==> config.mk <==
export PLATFORM = sky130hd
export DESIGN_NAME = multi_input_gate_reg
export DESIGN_NICKNAME = d
export VERILOG_FILES = /design/src/rtl/gate_pkg.sv /design/src/rtl/popcount_n.sv /design/src/rtl/multi_input_gate_reg.sv
export SDC_FILE = /design/constraint.sdc
export NUM_CORES = 1
export LEC_CHECK = 0
export ABC_AREA = 1
export CAP_MARGIN = 20
export CORE_UTILIZATION = 49
export DETAILED_ROUTE_END_ITERATION = 16
export HOLD_SLACK_MARGIN = 0.1
export PLACE_DENSITY = 0.75
export SKIP_LAST_GASP = 1
export SLEW_MARGIN = 10
export SYNTH_ARGS = -nofsm -noshare
export SYNTH_HDL_FRONTEND = slang
export SYNTH_HIERARCHICAL = 1
export SYNTH_SLANG_ARGS = --single-unit
==> constraint.sdc <==
create_clock -name clk -period 1.9 [get_ports clk]
set_clock_uncertainty 0.2 [all_clocks]
set_input_delay 0.285 -clock clk [delete_from_list [all_inputs] [get_ports clk]]
set_output_delay 0.285 -clock clk [all_outputs]
set_load 0.01 [all_outputs]
==> src/rtl/gate_pkg.sv <==
// Shared definitions for the multi-input gate: reduction mode encoding and popcount width.
package gate_pkg;

  localparam int unsigned POP_W = 6;

  typedef enum logic [2:0] {
    MODE_AND    = 3'd0,
    MODE_OR     = 3'd1,
    MODE_XOR    = 3'd2,
    MODE_NAND   = 3'd3,
    MODE_NOR    = 3'd4,
    MODE_XNOR   = 3'd5,
    MODE_MAJ    = 3'd6,
    MODE_ONEHOT = 3'd7
  } gate_mode_e;

endpackage

==> src/rtl/popcount_n.sv <==
// Combinational count of set bits in an N-bit word.
module popcount_n
  import gate_pkg::*;
#(
  parameter int unsigned N = 4
) (
  input  logic [N-1:0]     data,
  output logic [POP_W-1:0] pop
);

  always_comb begin
    pop = '0;
    for (int unsigned i = 0; i < N; i++) begin
      pop = pop + POP_W'(data[i]);
    end
  end

endmodule

==> src/rtl/multi_input_gate_reg.sv <==
// Registered selectable reduction over N_IN inputs, with rising-edge pulse,
// saturating hit counter and registered popcount.
module multi_input_gate_reg
  import gate_pkg::*;
#(
  parameter int unsigned N_IN  = 4,
  parameter int unsigned CNT_W = 8
) (
  input  logic             clk,
  input  logic             rst_n,
  input  logic             in_valid,
  input  logic [N_IN-1:0]  in_data,
  input  logic [2:0]       mode,
  input  logic             clr,
  output logic             out_valid,
  output logic             out_data,
  output logic             rise,
  output logic [CNT_W-1:0] hit_cnt,
  output logic [POP_W-1:0] pop
);

  logic [POP_W-1:0] pop_cnt;
  logic             res;
  logic             prev_res;
  gate_mode_e       mode_sel;

  popcount_n #(.N(N_IN)) u_popcount (
    .data (in_data),
    .pop  (pop_cnt)
  );

  assign mode_sel = gate_mode_e'(mode);

  always_comb begin
    res = 1'b0;
    case (mode_sel)
      MODE_AND:    res = &in_data;
      MODE_OR:     res = |in_data;
      MODE_XOR:    res = ^in_data;
      MODE_NAND:   res = ~&in_data;
      MODE_NOR:    res = ~|in_data;
      MODE_XNOR:   res = ~^in_data;
      MODE_MAJ:    res = (pop_cnt > POP_W'(N_IN / 2));
      MODE_ONEHOT: res = (pop_cnt == POP_W'(1));
      default:     res = 1'b0;
    endcase
  end

  // clr overrides the counter and edge history even on a valid cycle; rise
  // still uses the pre-clear history.
  always_ff @(posedge clk or negedge rst_n) begin
    if (!rst_n) begin
      out_valid <= 1'b0;
      out_data  <= 1'b0;
      rise      <= 1'b0;
      hit_cnt   <= '0;
      pop       <= '0;
      prev_res  <= 1'b0;
    end else begin
      out_valid <= in_valid;
      if (in_valid) begin
        out_data <= res;
        pop      <= pop_cnt;
        rise     <= res & ~prev_res;
      end else begin
        rise     <= 1'b0;
      end
      if (clr) begin
        hit_cnt  <= '0;
        prev_res <= 1'b0;
      end else if (in_valid) begin
        prev_res <= res;
        if (res && (hit_cnt != '1)) begin
          hit_cnt <= hit_cnt + CNT_W'(1);
        end
      end
    end
  end

endmodule

==> results.md <==
* Status: complete, but fails checks
* Violated checks: setup timing
* Synth-to-layout area growth at 44.1%
* Critical Path RT at roughly 1900 ps
* Leakage power at 0.832 nW
* Initial antenna violation count at 0
* CP Class: in2reg
* Ranking of synthesized cells by area: dfrtp_1, nand2_1, ha_1, inv_1, nand3_1
* Syn Area/Cell at 7.46 µm²
* Clock root cell: clkbuf_4
* Worst Path Arrival at ~2200 ps
* Comb pwr share at 32.2%
* Synthesized flop and latch total at 18
* Vias in the first global route at ~1000
* Pint at between 600 and 700 µW
* FILL cells at 176
* DIE WIDTH at a little over 50 µm
* Fmax at 457 MHz
* Layout cell share with drive strength beyond 1 at 23.9%
* Clock power frac at 24.0%
* Final Hold Viols at 0
* Sw frac at roughly 30%
* Clock Tree Buf Depth at 2
* Total chip power at between 1 and 1.5 mW
* H-tree levels at 1
* # DRC at 0
* Starting Density at between 50% and 60%
* Site Rows at 17
* Core area at between 0.002 and 0.0025 mm²
* Ports at 28
* Synth top area share at 38.7%
* Die Area at 0.00257 mm²
* Final min period at 2190 ps
* # setup viols final at 11
* Maximum vdd drop at around 0.00055 V
* Ys flop type: dfrtp_1
* Die height at 50.7 µm
* Post-DRT Antenna Nets at 0
* Post-layout util at 75.1%
* Netlist cell types at 25
* Max Cap Viol at 0
* CTS tree: yes
* Via Count at between 1000 and 1500
* Multi-input gate area at between 600 and 700 µm²
* Global-route wire length before repair at between 4 and 5 mm
* Synth warn at 6
* Final Cycle Share at 115%
* Largest net degree at the start of global routing at 19
* Worst-Skew Late Latency at 300 ps
* Yosys top cell by area: dfrtp_1
* Post-synthesis sequential area ratio at about two fifths
* DRT Wirelength at about 2.5 mm
* Final antenna diode count at 0
* Final Wtd Congestion at 0.828
* TritonCTS Sinks at 18
* Pre-Repair DR Iteration Count at 4
* Register area at 450 µm²
* Post-synth EDFFs at 0
* Gr ovfl total at 0
* Sequential power share at between 40% and 50%
* WL per Instance at around 11 µm
* Routed vias/inst at 4.83
* Iter 0 DRT Violations at 13
* Cells after synthesis at 156
* Nets at 217
* Synth async-reset ratio at 100%
* Total GRT Usage at a little over a fifth
* Final worst setup slack at -289 ps
* CTS clk-pin slew, worst paths at 110 ps
* Slew Viols, Final at 0
* Switching power at 307 µW
* Num CTS Buffers at 3
* Post-Syn Area at 0.00116 mm²
* Final HPWL DP at 1.81 mm
* Crit end category: flip-flop
* Worst Path Max Fanout at 3
* Most common cell after layout, fill and taps aside: nand2_1
* Commonest cells after routing, fill and taps aside: nand2_1, clkdlybuf4s50_1, inv_1, dfrtp_1
* Worst Hold Class: in2async
* RSZ-0062 raised after global routing: yes
* Critical path startpoint category: input port
* Buffers on Ports at 27
* PD cells at 598 mW/mm²
[final timing paths]
kind	depth (start not counted)	slack, ps	endpoint	from
max in group asynchronous	2	1200	hit_cnt[4]	rst_n
worst max-delay path	17	-290	prev_res	in_data[0]
worst min register to register	1	230	rise	prev_res
min in group clk	1	230	rise	prev_res
worst min-delay path	2	110	pop[0]	rst_n
worst max register to register	8	70	hit_cnt[7]	hit_cnt[0]
[Yosys cell counts, drive strengths merged, types with 2 or more instances]
cell type and instances:
ha 7, a21oi 2, dfrtp 18, nor2 18, nand3 17, nand2 49
o21ai 5, inv 23, buf 4, xor2 4
[power by group through the flow]
stage                     combinational, mW  sequential [mW]  clock, mW
final                                 0.323            0.440      0.241
after global routing                  0.357            0.444      0.261
after CTS                             0.299            0.440      0.246
after detailed placement              0.284            0.448          0
after global placement                0.277            0.446          0
after floorplan                       0.129            0.461          0
[repair_timing]
item / 4_1_cts / 5_1_grt
pin swaps: 11 / 6
resized for setup: 25 / 14
hold buffers: 0 / 0
hold endpoints to repair: 0 / 0
gates cloned: 1 / 0
setup buffers: 1 / 2
setup endpoints to repair: 14 / 11
[cells by family after synthesis]
group	count (synthesis)	synth area share (%)
AND/OR/NAND/NOR	88	34.5
buffers and inverters	29	10.4
AO/OA/AOI/OAI	7	3.01
adder cells (fa/ha/maj)	8	9.25
XOR/XNOR	5	3.76
flip-flops	18	38.7
other	1	0.322
[registers in the layout, summed over array words and instances, names as in the netlist]
signal	count
hit_cnt	8
out_data	1
out_valid	1
pop	6
prev_res	1
rise	1
[metal layers]
metal | routed length (µm) | vias to the layer above | GRT usage (%) | share of wire [%]
met4 | 39 | 0 | 7.41 | 1.6
met1 | 1160 | 495 | 30.2 | 46
li1 | - | 561 | - | -
met5 | 0 | - | 0 | 0
met3 | 91 | 4 | 1.82 | 3.6
met2 | 1210 | 26 | 35.1 | 48
[final cells by class]
cell class	count	share of cell area, %
multi-input cells	112	40.5
well taps	28	2.09
repair buffers	39	22.4
flip-flops and latches	18	26.9
clock buffers	4	2.16
inverters	24	5.97
[stage by stage]
stage | instance area (µm²) | TNS [ps] | cells | hold slack [ps] | worst slack, ps
5_1_grt | 1680 | -3970 | 225 | 122 | -373
4_1_cts | 1610 | -2470 | 223 | 112 | -256
6_report | 1680 | -3030 | 225 | 106 | -289
3_3_place_gp | 1540 | -12790 | 217 | 214 | -1080
3_5_place_dp | 1540 | -13550 | 217 | 219 | -1140
2_1_floorplan | 1190 | -3570 | 158 | -211 | -369
[worst max-delay path, stage by stage]
cell and delay, ps:
buf_8 80, inv_4 30, fa_1 520, inv_1 50, ha_2 190, ha_4 270, inv_2 30, nand2_2 40
nor2_1 30, nand2_1 60, nand3_2 70, nand2_2 80, nand2_4 70, buf_4 150, buf_6 110, nand2_4 60
a21oi_2 60
Note: power is estimated with default switching activity, not from simulation.
